`config.mk`:
```
export PLATFORM = sky130hd
export DESIGN_NAME = rst_code_decoder_flat
export DESIGN_NICKNAME = d
export VERILOG_FILES = /design/src/rtl/rst_code_pkg.sv /design/src/rtl/rst_code_decoder_if.sv /design/src/rtl/rst_stretch.sv /design/src/rtl/rst_code_decoder.sv /design/src/flat_wrapper.sv
export SDC_FILE = /design/constraint.sdc
export NUM_CORES = 1
export LEC_CHECK = 0
export BUFFER_PORTS_ARGS = -buffer_cell sky130_fd_sc_hd__buf_2
export CAP_MARGIN = 25
export CORE_MARGIN = 1.5
export CORE_UTILIZATION = 58
export CTS_CLUSTER_SIZE = 20
export DETAILED_ROUTE_END_ITERATION = 12
export PLACE_DENSITY = 0.87
export SLEW_MARGIN = 0
export SYNTH_ARGS = -nofsm -noshare
export SYNTH_HDL_FRONTEND = slang
export SYNTH_SLANG_ARGS = --single-unit
export TNS_END_PERCENT = 5
```
`constraint.sdc`:
```
create_clock -name clk -period 3.7 [get_ports clk]
set_input_delay 0.37 -clock clk [delete_from_list [all_inputs] [get_ports clk]]
set_output_delay 0.37 -clock clk [all_outputs]
set_load 0.05 [all_outputs]
```
`src/rtl/rst_code_pkg.sv`:
```
// Shared definitions for the serial reset-code link. The sync-side encoder
// imports the same code constants so both ends agree on the frame patterns.
// Optional statistics outputs are enabled by defining RST_DECODE_STATS_EN.
package rst_code_pkg;

  localparam int                       RST_CODE_BITS   = 4;
  localparam logic [RST_CODE_BITS-1:0] RST_IDLE_CODE   = 4'b1010;
  localparam logic [RST_CODE_BITS-1:0] RST_ACTIVE_CODE = 4'b1100;

  typedef enum logic {
    UNLOCKED = 1'b0,
    LOCKED   = 1'b1
  } lock_state_t;

  // The idle stream alternates, so any 4-bit window of it reads 1010 or 0101.
  function automatic logic is_idle_any_phase(input logic [RST_CODE_BITS-1:0] win);
    return (win == RST_IDLE_CODE) || (win == ~RST_IDLE_CODE);
  endfunction

endpackage

```
`src/rtl/rst_code_decoder_if.sv`:
```
// Signal bundle between the reset-code line and backend logic.
// master: drives the serial code bit and observes the decoder outputs.
// slave:  the decoder itself.
// With RST_DECODE_STATS_EN defined, err_count/active_count are added.
interface rst_code_decoder_if;

  logic rst_in;
  logic locked;
  logic rst_pulse;
  logic rst_out;
  logic frame_err;
`ifdef RST_DECODE_STATS_EN
  logic [15:0] err_count;
  logic [15:0] active_count;

  modport master (
    output rst_in,
    input  locked, rst_pulse, rst_out, frame_err, err_count, active_count
  );

  modport slave (
    input  rst_in,
    output locked, rst_pulse, rst_out, frame_err, err_count, active_count
  );
`else
  modport master (
    output rst_in,
    input  locked, rst_pulse, rst_out, frame_err
  );

  modport slave (
    input  rst_in,
    output locked, rst_pulse, rst_out, frame_err
  );
`endif

endinterface

```
`src/rtl/rst_stretch.sv`:
```
// Stretches a one-cycle load strobe into a reset of RST_HOLD clocks.
// rst_out rises on the same edge as the decoder's rst_pulse; the counter
// holds the number of high cycles still to follow, so it is loaded with
// RST_HOLD-1. A load during a hold restarts the full hold time.
module rst_stretch #(
  parameter int RST_HOLD = 16
) (
  input  logic clk,
  input  logic rst_n,
  input  logic i_load,
  output logic o_rst_out
);

  localparam int                HOLD_W      = (RST_HOLD > 1) ? $clog2(RST_HOLD) : 1;
  localparam logic [HOLD_W-1:0] HOLD_RELOAD = HOLD_W'(RST_HOLD - 1);

  logic [HOLD_W-1:0] r_hold_cnt;
  logic              r_rst_out;

  // Hold counter: reload on request, count down to zero and stop there.
  // NOTE: sequential state uses non-blocking assignments so every register
  // samples pre-edge values; blocking here would create order-dependent races.
  always_ff @(posedge clk or negedge rst_n) begin
    if (!rst_n) begin
      r_hold_cnt <= '0;
      r_rst_out  <= 1'b0;
    end else if (i_load) begin
      r_hold_cnt <= HOLD_RELOAD;
      r_rst_out  <= 1'b1;
    end else if (r_hold_cnt != '0) begin
      r_hold_cnt <= r_hold_cnt - HOLD_W'(1);
      r_rst_out  <= 1'b1;
    end else begin
      r_rst_out  <= 1'b0;
    end
  end

  assign o_rst_out = r_rst_out;

endmodule

```
`src/rtl/rst_code_decoder.sv`:
```
// Backend receiver for the serial reset-code line. Recovers 4-bit frame
// alignment from the idle pattern, decodes ACTIVE frames into a one-cycle
// rst_pulse plus a stretched rst_out, and flags bad frames while locked.
// Define RST_DECODE_STATS_EN to add saturating err_count/active_count.
module rst_code_decoder
  import rst_code_pkg::*;
#(
  parameter int LOCK_FRAMES = 8,
  parameter int ERR_LIMIT   = 4,
  parameter int RST_HOLD    = 16
) (
  input  logic               clk,
  input  logic               rst_n,
  rst_code_decoder_if.slave  bus
);

  localparam int ALIGN_TARGET = RST_CODE_BITS * LOCK_FRAMES;
  localparam int ALIGN_W      = $clog2(ALIGN_TARGET + 1);
  localparam int ERR_W        = $clog2(ERR_LIMIT + 1);
  localparam int PHASE_W      = $clog2(RST_CODE_BITS);

  localparam logic [ALIGN_W-1:0] ALIGN_MAX = ALIGN_W'(ALIGN_TARGET);
  localparam logic [ERR_W-1:0]   ERR_MAX   = ERR_W'(ERR_LIMIT);
  // Phase value for the cycle after a boundary.
  localparam logic [PHASE_W-1:0] PHASE_AFTER_BOUNDARY = PHASE_W'(1);

  logic                     r_in_q;
  logic [RST_CODE_BITS-1:0] r_sr;
  lock_state_t              r_state,     w_state_nxt;
  logic [ALIGN_W-1:0]       r_align_cnt, w_align_cnt_nxt;
  logic [ERR_W-1:0]         r_err_cnt,   w_err_cnt_nxt;
  logic [PHASE_W-1:0]       r_phase,     w_phase_nxt;
  logic                     r_rst_pulse, w_rst_pulse_nxt;
  logic                     r_frame_err, w_frame_err_nxt;

  logic                     w_is_idle;
  logic                     w_is_alt;
  logic                     w_is_active;
  logic                     w_boundary;
  logic [ALIGN_W-1:0]       w_align_inc;
  logic [ERR_W-1:0]         w_err_inc;
  logic                     w_rst_out;

  assign w_is_idle   = (r_sr == RST_IDLE_CODE);
  assign w_is_alt    = is_idle_any_phase(r_sr);
  assign w_is_active = (r_sr == RST_ACTIVE_CODE);
  assign w_boundary  = (r_phase == '0);
  assign w_align_inc = (r_align_cnt == ALIGN_MAX) ? r_align_cnt : r_align_cnt + ALIGN_W'(1);
  assign w_err_inc   = (r_err_cnt == ERR_MAX)     ? r_err_cnt   : r_err_cnt + ERR_W'(1);

  // Input retiming and 4-bit sliding window, MSB first.
  always_ff @(posedge clk or negedge rst_n) begin
    if (!rst_n) begin
      r_in_q <= 1'b0;
      r_sr   <= '0;
    end else begin
      r_in_q <= bus.rst_in;
      r_sr   <= {r_sr[RST_CODE_BITS-2:0], r_in_q};
    end
  end

  // Lock FSM state, counters and registered strobes.
  always_ff @(posedge clk or negedge rst_n) begin
    if (!rst_n) begin
      r_state     <= UNLOCKED;
      r_align_cnt <= '0;
      r_err_cnt   <= '0;
      r_phase     <= '0;
      r_rst_pulse <= 1'b0;
      r_frame_err <= 1'b0;
    end else begin
      r_state     <= w_state_nxt;
      r_align_cnt <= w_align_cnt_nxt;
      r_err_cnt   <= w_err_cnt_nxt;
      r_phase     <= w_phase_nxt;
      r_rst_pulse <= w_rst_pulse_nxt;
      r_frame_err <= w_frame_err_nxt;
    end
  end

  // Next-state logic: alignment search while unlocked; frame checking and
  // phase realignment on ACTIVE windows while locked.
  // NOTE: every signal gets a default before the case so no path leaves it
  // unassigned, which would otherwise infer a latch.
  always_comb begin
    w_state_nxt     = r_state;
    w_align_cnt_nxt = r_align_cnt;
    w_err_cnt_nxt   = r_err_cnt;
    w_phase_nxt     = r_phase + PHASE_W'(1);
    w_rst_pulse_nxt = 1'b0;
    w_frame_err_nxt = 1'b0;

    case (r_state)
      UNLOCKED: begin
        // ACTIVE windows are deliberately ignored here: no false power-up reset.
        w_err_cnt_nxt   = '0;
        w_align_cnt_nxt = w_is_alt ? w_align_inc : '0;
        if ((r_align_cnt == ALIGN_MAX) && w_is_idle) begin
          w_state_nxt     = LOCKED;
          w_align_cnt_nxt = '0;
          w_phase_nxt     = PHASE_AFTER_BOUNDARY;
        end
      end
      LOCKED: begin
        w_align_cnt_nxt = '0;
        if (w_is_active) begin
          // Sliding match resolves the 2-bit ambiguity of the idle pattern.
          w_rst_pulse_nxt = 1'b1;
          w_phase_nxt     = PHASE_AFTER_BOUNDARY;
          w_err_cnt_nxt   = '0;
        end else if (w_boundary) begin
          if (w_is_idle) begin
            w_err_cnt_nxt = '0;
          end else begin
            w_frame_err_nxt = 1'b1;
            w_err_cnt_nxt   = w_err_inc;
            if (w_err_inc == ERR_MAX) begin
              w_state_nxt   = UNLOCKED;
              w_err_cnt_nxt = '0;
            end
          end
        end
      end
      default: begin
        w_state_nxt = UNLOCKED;
      end
    endcase
  end

  rst_stretch #(
    .RST_HOLD (RST_HOLD)
  ) u_stretch (
    .clk       (clk),
    .rst_n     (rst_n),
    .i_load    (w_rst_pulse_nxt),
    .o_rst_out (w_rst_out)
  );

  assign bus.locked    = (r_state == LOCKED);
  assign bus.rst_pulse = r_rst_pulse;
  assign bus.rst_out   = w_rst_out;
  assign bus.frame_err = r_frame_err;

`ifdef RST_DECODE_STATS_EN
  logic [15:0] r_err_count;
  logic [15:0] r_active_count;

  // Saturating event counters; cleared only by rst_n, not by lock loss.
  always_ff @(posedge clk or negedge rst_n) begin
    if (!rst_n) begin
      r_err_count    <= '0;
      r_active_count <= '0;
    end else begin
      if (w_frame_err_nxt && (r_err_count != 16'hFFFF)) begin
        r_err_count <= r_err_count + 16'd1;
      end
      if (w_rst_pulse_nxt && (r_active_count != 16'hFFFF)) begin
        r_active_count <= r_active_count + 16'd1;
      end
    end
  end

  assign bus.err_count    = r_err_count;
  assign bus.active_count = r_active_count;
`endif

endmodule
```
`src/flat_wrapper.sv`:
```
// flat-port wrapper written by rule: the top's interface ports become plain ports
module rst_code_decoder_flat import rst_code_pkg::*;
#(
  parameter int LOCK_FRAMES = 8,
  parameter int ERR_LIMIT   = 4,
  parameter int RST_HOLD    = 16
)
  (clk, rst_n, bus_rst_in, bus_locked, bus_rst_pulse, bus_rst_out, bus_frame_err);
  rst_code_decoder_if bus_i ();
  input  logic clk;
  input  logic rst_n;
  input wire logic [$bits(bus_i.rst_in)-1:0] bus_rst_in;
  output wire logic [$bits(bus_i.locked)-1:0] bus_locked;
  output wire logic [$bits(bus_i.rst_pulse)-1:0] bus_rst_pulse;
  output wire logic [$bits(bus_i.rst_out)-1:0] bus_rst_out;
  output wire logic [$bits(bus_i.frame_err)-1:0] bus_frame_err;
  assign bus_i.rst_in = bus_rst_in;
  assign bus_locked = bus_i.locked;
  assign bus_rst_pulse = bus_i.rst_pulse;
  assign bus_rst_out = bus_i.rst_out;
  assign bus_frame_err = bus_i.frame_err;
  rst_code_decoder #(.LOCK_FRAMES(LOCK_FRAMES), .ERR_LIMIT(ERR_LIMIT), .RST_HOLD(RST_HOLD)) u_core (.clk(clk), .rst_n(rst_n), .bus(bus_i));
endmodule
```
Word level (Yosys, flattened, before mapping)

Cells that the tools add are included.

Divide/modulo/power cells: 0
Order comparisons: 0
Add/subtract/negate cells: 4
Shift-type cells: 0
Multipliers: 0
Reduce and logical (&&, ||, !) cells: 5
Equality and inequality tests: 8
Multiplexer cells: 29
Bitwise gates (word level): 1

Operator list:

| cell                                                                  | number |
|---|---|
| 6-bit 2-to-1 mux                                                      | 3 |
| 3-bit 2-to-1 mux                                                      | 5 |
| 1-bit 2-to-1 mux                                                      | 13 |
| 6-bit case mux with 2 select lines                                    | 1 |
| 4-bit equality test, second input constant                            | 2 |
| 4-bit 2-to-1 mux                                                      | 2 |
| 6-bit by 1-bit adder with 6-bit output, second input constant         | 1 |
| 3-bit equality test, second input constant                            | 2 |
| 6-bit equality test, second input constant                            | 1 |
| 3-bit case mux with 2 select lines                                    | 1 |
| 4-bit by 3-bit equality test with 1-bit output, second input constant | 1 |
| 2-bit 2-to-1 mux                                                      | 2 |
| 4-bit != test, second input constant                                  | 1 |
| 2-bit case mux with 2 select lines                                    | 1 |
| 4-bit nonzero test                                                    | 1 |
| 4-bit by 1-bit subtractor with 4-bit output, second input constant    | 1 |
| 3-bit by 1-bit adder with 3-bit output, second input constant         | 1 |
| 3-bit != test, second input constant                                  | 1 |
| 2-bit by 1-bit adder with 2-bit output, second input constant         | 1 |
| 2-bit zero test                                                       | 1 |
| 1-bit case mux with 2 select lines                                    | 1 |
| 2-bit nonzero test                                                    | 1 |
| 1-bit logical AND                                                     | 1 |
| 1-bit logical OR                                                      | 1 |
| 1-bit NOT                                                             | 1 |

Bits in registers: 24
Memories kept: 0
RAM bits: 0
Bits in latches: 0
Bits in read-only memories: 0

Longest topological paths before layout

Gate-level depths: netlist of the first run.

Depth in word-level cells: 8
Depth in mapped cells: 6

Modules after synthesis

A second synthesis of the first run with hierarchy kept.

Cells, all modules: 117
Area total of the unflattened synthesis: 1277.5 um^2

By module, submodules not included:

| module           | cells each | area an instance (um^2) | times used |
|---|---|---|---|
| rst_code_decoder | 92         | 1007.2                  | 1 |
| rst_stretch      | 25         | 270.3                   | 1 |

Worst setup path after synthesis of the first run

No wires, ideal clock.

Path type: register to register
Start point: reg u_core.r_state, in the netlist u_core.bus.locked
End point: reg u_core.r_state, in the netlist u_core.bus.locked
Arrival time: 1409 ps
Setup time: 126 ps
Cell stages (with the launch flop): 5
Required time: 3574 ps
Path slack: 2165 ps
Path through: dfrtp_1 buf_2 and2_1 o21ai_1 o32a_1

Longest elaborated chain between the ends: 2

Ends and longest elaborated chain:

| item                                 | line                   | source |
|---|---|---|
| start, declared                      | rst_code_decoder.sv:29 | `lock_state_t r_state, w_state_nxt;` |
| start signal, assigned               | rst_code_decoder.sv:72 | `r_state <= w_state_nxt;` |
| 1-bit NOT                            | rst_code_decoder.sv:93 | `case (r_state)` |
| 1-bit case mux with 2 select lines * | rst_code_decoder.sv:93 |  |
| via u_core.w_state_nxt               | rst_code_decoder.sv:29 |  |

The timed path passes the listed nets; every way through them passes the cells marked *.
A chain may end at the register's enable or synchronous reset.

Worst setup path after layout of the first run

Start point: reg u_core.r_align_cnt[0]
End point: reg u_core.r_align_cnt[1]

Longest elaborated chain between the ends: 5
Elaborated cells on any way between the ends: 8
Those cells by class: 1 x add/sub; 2 x eq/ne; 4 x mux; 1 x reduce/logical

Ends and longest elaborated chain:

| item                                   | line                   | source |
|---|---|---|
| start, declared                        | rst_code_decoder.sv:30 | `logic [ALIGN_W-1:0] r_align_cnt, w_align_cnt_nxt;` |
| start signal, assigned                 | rst_code_decoder.sv:73 | `r_align_cnt <= w_align_cnt_nxt;` |
| 6-bit by 1-bit adder with 6-bit output | rst_code_decoder.sv:48 | `assign w_align_inc = (r_align_cnt == ALIGN_MAX) ? r_align_cnt : r_align_cnt + ALIGN_W'(1);` |
| 6-bit 2-to-1 mux                       | rst_code_decoder.sv:48 |  |
| 6-bit 2-to-1 mux                       | rst_code_decoder.sv:97 | `w_align_cnt_nxt = w_is_alt ? w_align_inc : '0;` |
| 6-bit 2-to-1 mux                       | rst_code_decoder.sv:98 | `if ((r_align_cnt == ALIGN_MAX) && w_is_idle) begin` |
| 6-bit case mux with 2 select lines     | rst_code_decoder.sv:93 |  |

Parallel ways exist; a longest one is shown, timed or not. The select of a mux whose other input is x is not followed.

==> metrics.md, run 1 <==
| Metric | Value |
|---|---|
| Peak supply drop | `~0.23 mV` |
| Vias | `~850` |
| Violated checks | `negative hold slack` |
| Primary FF master, synth | `dfrtp_1` |
| Worst setup margin | `approximately 2.1 ns` |
| Area Growth Syn to Fin | `8.75%` |
| Fin. Hold Viols | `3` |
| Relative slew slack | `0.643` |
| Antenna Nets Post-Route | `0` |
| Register area share after synthesis | `0.494` |
| Number of global-route vias before repair | `between 800 and 900` |
| FFs w/ async S/R, synth | `1.00` |
| Initial antenna violation count | `0` |
| CTS tree | `yes` |
| HP Class | `input pin to async pin` |
| CTS root buf | `clkbuf_4` |
| Drt pass-1 iters | `4` |
| Final max-slew violation count | `0` |
| Number of port buffers | `6` |
| DRC | `0` |
| Distinct cells, synth | `43` |
| Layout net count | `roughly 130` |
| Clock-pin slew on the worst setup and hold paths | `~0.13 ns` |
| Yosys warning total | `0` |
| Clk_skew | `around 0.0079 ns` |
| Die area | `2380 um2` |
| H-tree Lvls | `1` |
| RSZ-0062 raised after global routing | `no` |
| Max frequency | `about 620 MHz` |
| Mapped Cells | `107` |
| Setup TNS | `0 ns` |
| Final Cycle Share | `0.434` |
| Core footprint | `slightly below 2000 um2` |
| Initial DRC count | `12` |
| Placer Congestion | `around 0.77` |
| Slew @ Worst Pin | `between 0.5 and 0.6 ns` |
| Clock sinks | `24` |
| Data required time of the worst path | `approximately 4.0 ns` |
| Hold slack | `-0.00133 ns` |
| Number of antenna diodes | `0` |
| Die height | `about 50 um` |
| CTS Buf Count | `3` |
| Post-CTS sizing | `0` |
| Site Rows | `16` |
| Die W | `a little under 50 um` |
| Net Count, Synth | `~120` |
| Vias per inst | `~6.0` |
| Share of cells above drive strength 1 | `0.139` |
| Setup crit end kind | `flop` |
| Synth Area per Inst | `~11 um2` |
| Skew-Pair Late Insertion Delay | `roughly 0.32 ns` |
| Worst-path fanout max | `7` |
| Worst-case clock buffer depth | `2` |
| Global route overflow | `0` |
| Netlist Area Pre-Place | `~1200 um2` |
| Pwr Density | `~360 nW/um2` |
| GRT Total Usage | `0.189` |
| Setup WS pre-CTS | `2.12 ns` |
| Status | `finished, violations left` |
| Shortest period the worst path allows | `roughly 1.6 ns` |
| Post-Route WL | `~2.0 mm` |
| Starting density of the core | `0.620` |
| Setup Viol. Count Final | `0` |
| Overall power | `between 400 and 500 uW` |
| Post-CTS setup buffer count | `0` |
| Max Cap Viol | `0` |
| Lkg Pwr | `roughly 0.00062 uW` |
| #FFs+latches synth | `24` |
| Detail Placement HPWL | `1.44 mm` |
| First-pass GRT wire length | `3.53 mm` |
| CP Class | `flop to flop` |
| Number of flops mapped to enable cells by yosys | `0` |
| Crit path launch type | `flop` |
| Wirelength per Cell | `around 14 um` |
| CTS Hold Bufs | `0` |
| Largest net degree at the start of global routing | `25` |
| Worst Path Arrival | `1.85 ns` |
| Io pins | `7` |
[stage by stage]
stage,cell area (um2),cells,util
after floorplan,1220,107,-
after global placement,1270,138,0.647
after detailed placement,1270,138,0.647
after CTS,1320,142,0.674
after global routing,1320,142,0.674
final,1320,142,0.674
[worst max-delay path: stages, from the launching register on]
cell and delay [ns]:
dfrtp_1 0.43, inv_1 0.10, ha_1 0.20, nand4bb_4 0.15
or4b_1 0.49, a21oi_1 0.18
[metal layers]
metal / GRT usage / wire, um / vias up
met5: 0 / 0 / -
met2: 0.326 / 976 / 17
li1: - / - / 409
met4: 0.0810 / 27 / 0
met3: 0.0307 / 59 / 4
met1: 0.236 / 950 / 417
[cell usage after synthesis, types with 2 or more instances]
master    number  area [um2]
o21ai_0        3        15.0
inv_1         10        37.5
buf_2          2        10.0
o211ai_1       3        22.5
o21bai_1       2        15.0
nor4bb_1       2        20.0
dfrtp_1       24         601
xnor2_1        2        17.5
xor2_1         2        17.5
nor3_1         2        10.0
nand2b_1       3        18.8
or3_1          2        12.5
or2_2          2        12.5
and2_1         2        12.5
nand3b_1       2        15.0
ha_1           7        87.6
nand2_1        6        22.5
nand3_1        3        15.0
a21oi_1        4        20.0
[report_power, final]
part	internal, uW	switching (uW)	total, uW
registers	266	3.67	269
logic	4.84	9.71	14.5
clock network	110	78.5	188
total	380	91.9	472
[worst paths after layout]
| check | startpoint | endpoint | slack (ns) | cells after the start |
|---|---|---|---|---|
| worst max-delay path | u_core.r_align_cnt[0] | u_core.r_align_cnt[1] | 2.10 | 5 |
| worst min register to register | u_core.r_in_q | u_core.r_sr[0] | 0.37 | 0 |
| worst max register to register | u_core.r_align_cnt[0] | u_core.r_align_cnt[1] | 2.10 | 5 |
| worst min-delay path | rst_n | u_core.r_align_cnt[2] | -0.001 | 1 |
| min in group clk | bus_rst_in | u_core.r_in_q | 0.14 | 1 |
| max in group asynchronous | rst_n | u_core.r_err_cnt[1] | 3.35 | 1 |
[sequential cells by signal (all words and copies together) (netlist names)]
| name | flops |
|---|---|
| u_core.bus.frame_err | 1 |
| u_core.bus.locked | 1 |
| u_core.bus.rst_pulse | 1 |
| u_core.r_align_cnt | 6 |
| u_core.r_err_cnt | 3 |
| u_core.r_in_q | 1 |
| u_core.r_phase | 2 |
| u_core.r_sr | 4 |
| u_core.u_stretch.o_rst_out | 1 |
| u_core.u_stretch.r_hold_cnt | 4 |
[cells by family (layout without fill, tap and decap cells)]
| kind of cell | after synthesis | in the layout | share of synthesized area |
|---|---|---|---|
| AND/OR/NAND/NOR | 37 | 37 | 0.224 |
| flip-flops | 24 | 24 | 0.494 |
| AO/OA/AOI/OAI | 23 | 23 | 0.142 |
| buffers and inverters | 12 | 20 | 0.0391 |
| adder cells (fa/ha/maj) | 7 | 7 | 0.0720 |
| XOR/XNOR | 4 | 4 | 0.0288 |
[layout make-up]
type,count,area (um2)
tap,27,33.8
multi-input combinational,71,568
clock inverter,1,30.0
sequential,24,601
clock buffer,3,22.5
inverter,10,37.5
fill,154,639
timing repair buffer,6,30.0
[layout by cell type, fill, tap and decap left out, drive strengths merged, types with 3 or more instances in the layout]
master | netlist | routed
inv | 10 | 10
a21oi | 4 | 4
nand3 | 3 | 3
dfrtp | 24 | 24
o211ai | 3 | 3
nor3 | 3 | 3
ha | 7 | 7
o21ai | 4 | 4
nand2 | 6 | 6
nand2b | 3 | 3
buf | 2 | 6
clkbuf | 0 | 3
(Power assumes the default switching activity.)
==> inputs of run 2 (changes only) <==
--- a/config.mk
+++ b/config.mk
@@ -8,10 +8,10 @@
 export BUFFER_PORTS_ARGS = -buffer_cell sky130_fd_sc_hd__buf_2
 export CAP_MARGIN = 25
 export CORE_MARGIN = 1.5
-export CORE_UTILIZATION = 58
+export CORE_UTILIZATION = 53
 export CTS_CLUSTER_SIZE = 20
 export DETAILED_ROUTE_END_ITERATION = 12
-export PLACE_DENSITY = 0.87
+export PLACE_DENSITY = 0.85
 export SLEW_MARGIN = 0
 export SYNTH_ARGS = -nofsm -noshare
 export SYNTH_HDL_FRONTEND = slang
==> constraint.sdc (replaced) <==
create_clock -name clk -period 1.46 [get_ports clk]
set_input_delay 0.146 -clock clk [delete_from_list [all_inputs] [get_ports clk]]
set_output_delay 0.146 -clock clk [all_outputs]
set_load 0.05 [all_outputs]
==> run 2 against run 1 <==
The run ends with negative setup slack left. Count of clock-buffer cells in the layout is 1 higher. Wire length is 7.5% higher. Clock skew is 0.0045 ns lower. Largest cell class is now multi-input combinational cells. Clock power is 86% higher. Maximum frequency is 8.8% higher. Setup slack worse by 2.1 ns.
==> metrics.md, run 2 (same netlist as run 1, synthesis figures left out) <==
| Metric | Value |
|---|---|
| Lkg Pwr | `0.000661 uW (+7.2%)` |
| Worst Path Arrival | `1.73 ns (-0.12 ns)` |
| Post-Route WL | `2.17 mm (+7.5%)` |
| Slew @ Worst Pin | `0.515 ns (-0.0130 ns)` |
| Violated checks | `negative setup slack` |
| Setup Viol. Count Final | `1 (+1)` |
| RSZ-0062 raised after global routing | `yes` |
| Overall power | `1080 uW (+130%)` |
| Share of cells above drive strength 1 | `0.258 (+0.119)` |
| Largest net degree at the start of global routing | `25 (unchanged)` |
| Final max-slew violation count | `0 (unchanged)` |
| Initial antenna violation count | `0 (unchanged)` |
| Top flop regs | `u_core.r_align_cnt: 6 flops, u_core.r_sr: 4 flops, u_core.u_stretch.r_hold_cnt: 4 flops` |
| Initial DRC count | `12 (unchanged)` |
| Die height | `50.9 um (+4.3%)` |
| Skew-Pair Late Insertion Delay | `0.32 ns (about the same)` |
| Status | `finished, violations left` |
| Io pins | `7 (unchanged)` |
| Relative slew slack | `0.657 (+0.0135)` |
| Setup TNS | `-0.0143 ns (-0.0143 ns)` |
| Most common cell after layout, fill and taps aside | `dfrtp_1` |
| H-tree Lvls | `1 (unchanged)` |
| Max Cap Viol | `0 (unchanged)` |
| Clk_skew | `0.00332 ns (-0.00454 ns)` |
| GRT Total Usage | `0.194 (+0.00502)` |
| Clock sinks | `24 (unchanged)` |
| Placer Congestion | `0.737 (-4.0%)` |
| Max FFs per register | `6 (unchanged)` |
| Data required time of the worst path | `1.72 ns (-2.23 ns)` |
| Pwr Density | `764 nW/um2 (+110%)` |
| CTS tree | `yes` |
| Final Cycle Share | `1.01 (+0.576)` |
| CTS root buf | `clkbuf_4` |
| Number of global-route vias before repair | `860 (+2.4%)` |
| Wirelength per Cell | `14.2 um (+0.43%)` |
| Site Rows | `17 (+1)` |
| First-pass GRT wire length | `3.72 mm (+5.5%)` |
| Final core occ | `0.648 (-0.0265)` |
| Number of antenna diodes | `0 (unchanged)` |
| Core footprint | `2190 um2 (+12%)` |
| Filler instances | `171 (+11%)` |
| Vias | `862 (+1.8%)` |
| Area Growth Syn to Fin | `16.7%` |
| Die area | `2590 um2 (+8.8%)` |
| Starting density of the core | `0.555 (-0.0648)` |
| DRC | `0 (unchanged)` |
| Worst setup margin | `-0.0143 ns (-2.11 ns)` |
| Shortest period the worst path allows | `1.47 ns (-0.130 ns)` |
| Crit path launch type | `flop` |
| Layout net count | `135 (+7.1%)` |
| CP Class | `flop to flop` |
| Die W | `50.9 um (+4.3%)` |
| Fin. Hold Viols | `0 (-3)` |
| Number of port buffers | `6 (unchanged)` |
| Commonest cells after routing, fill and taps aside | `dfrtp_1, inv_1, buf_4` |
| Worst-case clock buffer depth | `2 (unchanged)` |
| CTS Buf Count | `3 (unchanged)` |
| Max frequency | `678 MHz (+8.8%)` |
| Detail Placement HPWL | `1.53 mm (+6.1%)` |
| Critical-path top delay cell | `or4b_4` |
| Vias per inst | `5.67 (-4.9%)` |
| Drt pass-1 iters | `4 (unchanged)` |
| Largest reg by FF count | `u_core.r_align_cnt` |
| Area of the multi-input gates | `606 um2 (+6.6%)` |
| Clock-pin slew on the worst setup and hold paths | `0.12 ns (about the same)` |
| HP Class | `input pin to async pin` |
| Global route overflow | `0 (unchanged)` |
| Antenna Nets Post-Route | `0 (unchanged)` |
| Sequential Area | `602 um2 (+0.21%)` |
| Critical path, cell by cell | `inv_2 > ha_4 > nand4bb_4 > or4b_4 > a21oi_2` |
| Slowest stage delay, CP | `0.51 ns (+0.02 ns)` |
| Setup crit end kind | `flop` |
| Peak supply drop | `0.574 mV (+150%)` |
| Worst-path fanout max | `7 (unchanged)` |
## run 2: changes by cell type in the layout (fill, tap and decap cells not counted), sizes merged
cell / previous run / this run
buf: 6 / 13
dlygate4sd3: 0 / 2
bufinv: 1 / 0
clkbuf: 3 / 4
## run 2: layout make-up
cell class                      instances  area share
Clock buffer                            4      0.0256
Multi-Input combinational cell         71       0.427
Tap cell                               28      0.0247
Timing Repair Buffer                   15      0.0723
Sequential cell                        24       0.424
Inverter                               10      0.0265
## run 2: path summary, 6_finish.rpt
path                                       startpoint                    end  slack [ns]  cells past startpoint
worst max register to register  u_core.r_align_cnt[1]  u_core.r_align_cnt[1]       -0.01                      5
worst max-delay path            u_core.r_align_cnt[1]  u_core.r_align_cnt[1]       -0.01                      5
worst min register to register          u_core.r_in_q         u_core.r_sr[0]        0.36                      0
max in group asynchronous                       rst_n      u_core.bus.locked        0.77                      2
min in group clk                        u_core.r_in_q         u_core.r_sr[0]        0.36                      0
worst min-delay path                            rst_n  u_core.r_align_cnt[0]        0.32                      2
## run 2: what timing repair did
item / in CTS / in global routing
pin swaps: 3 / 1
endpoints found under the setup margin: 5 / 10
hold buffers: 2 / 0
buffers inserted: 1 / 0
resized for setup: 5 / 6
hold endpoints to repair: 25 / 0
## run 2: routing by layer
| metal | track usage | share of wire | up-vias |
|---|---|---|---|
| met4 | 0.0811 | 0.018 | 0 |
| met3 | 0.0351 | 0.021 | 5 |
| li1 | - | - | 423 |
| met5 | 0 | 0 | - |
| met2 | 0.342 | 0.50 | 13 |
| met1 | 0.233 | 0.46 | 421 |
## run 2: critical path: cells and delay by family, from the launching register on
kind | cells | cell delay (ns)
AND/OR/NAND/NOR | 2 | 0.66
flip-flops | 1 | 0.41
adder cells (fa/ha/maj) | 1 | 0.14
AO/OA/AOI/OAI | 1 | 0.12
buffers and inverters | 1 | 0.08
## run 2: where the power goes
group	total (uW)	internal [uW]	switching [uW]
logic	51.3	22.3	29.0
registers	682	673	9.22
clock network	350	153	197
## run 2: stage by stage
stage	std cells	hold WS [ns]	worst slack (ns)	instance area, um2
global route	152	0.356	-0.0520	1420
global placement	145	0.148	-0.00614	1320
floorplan	107	-0.150	-0.000920	1220
finish	152	0.318	-0.0143	1420
CTS	152	0.341	-0.0565	1400
detailed placement	145	0.154	-0.0550	1320
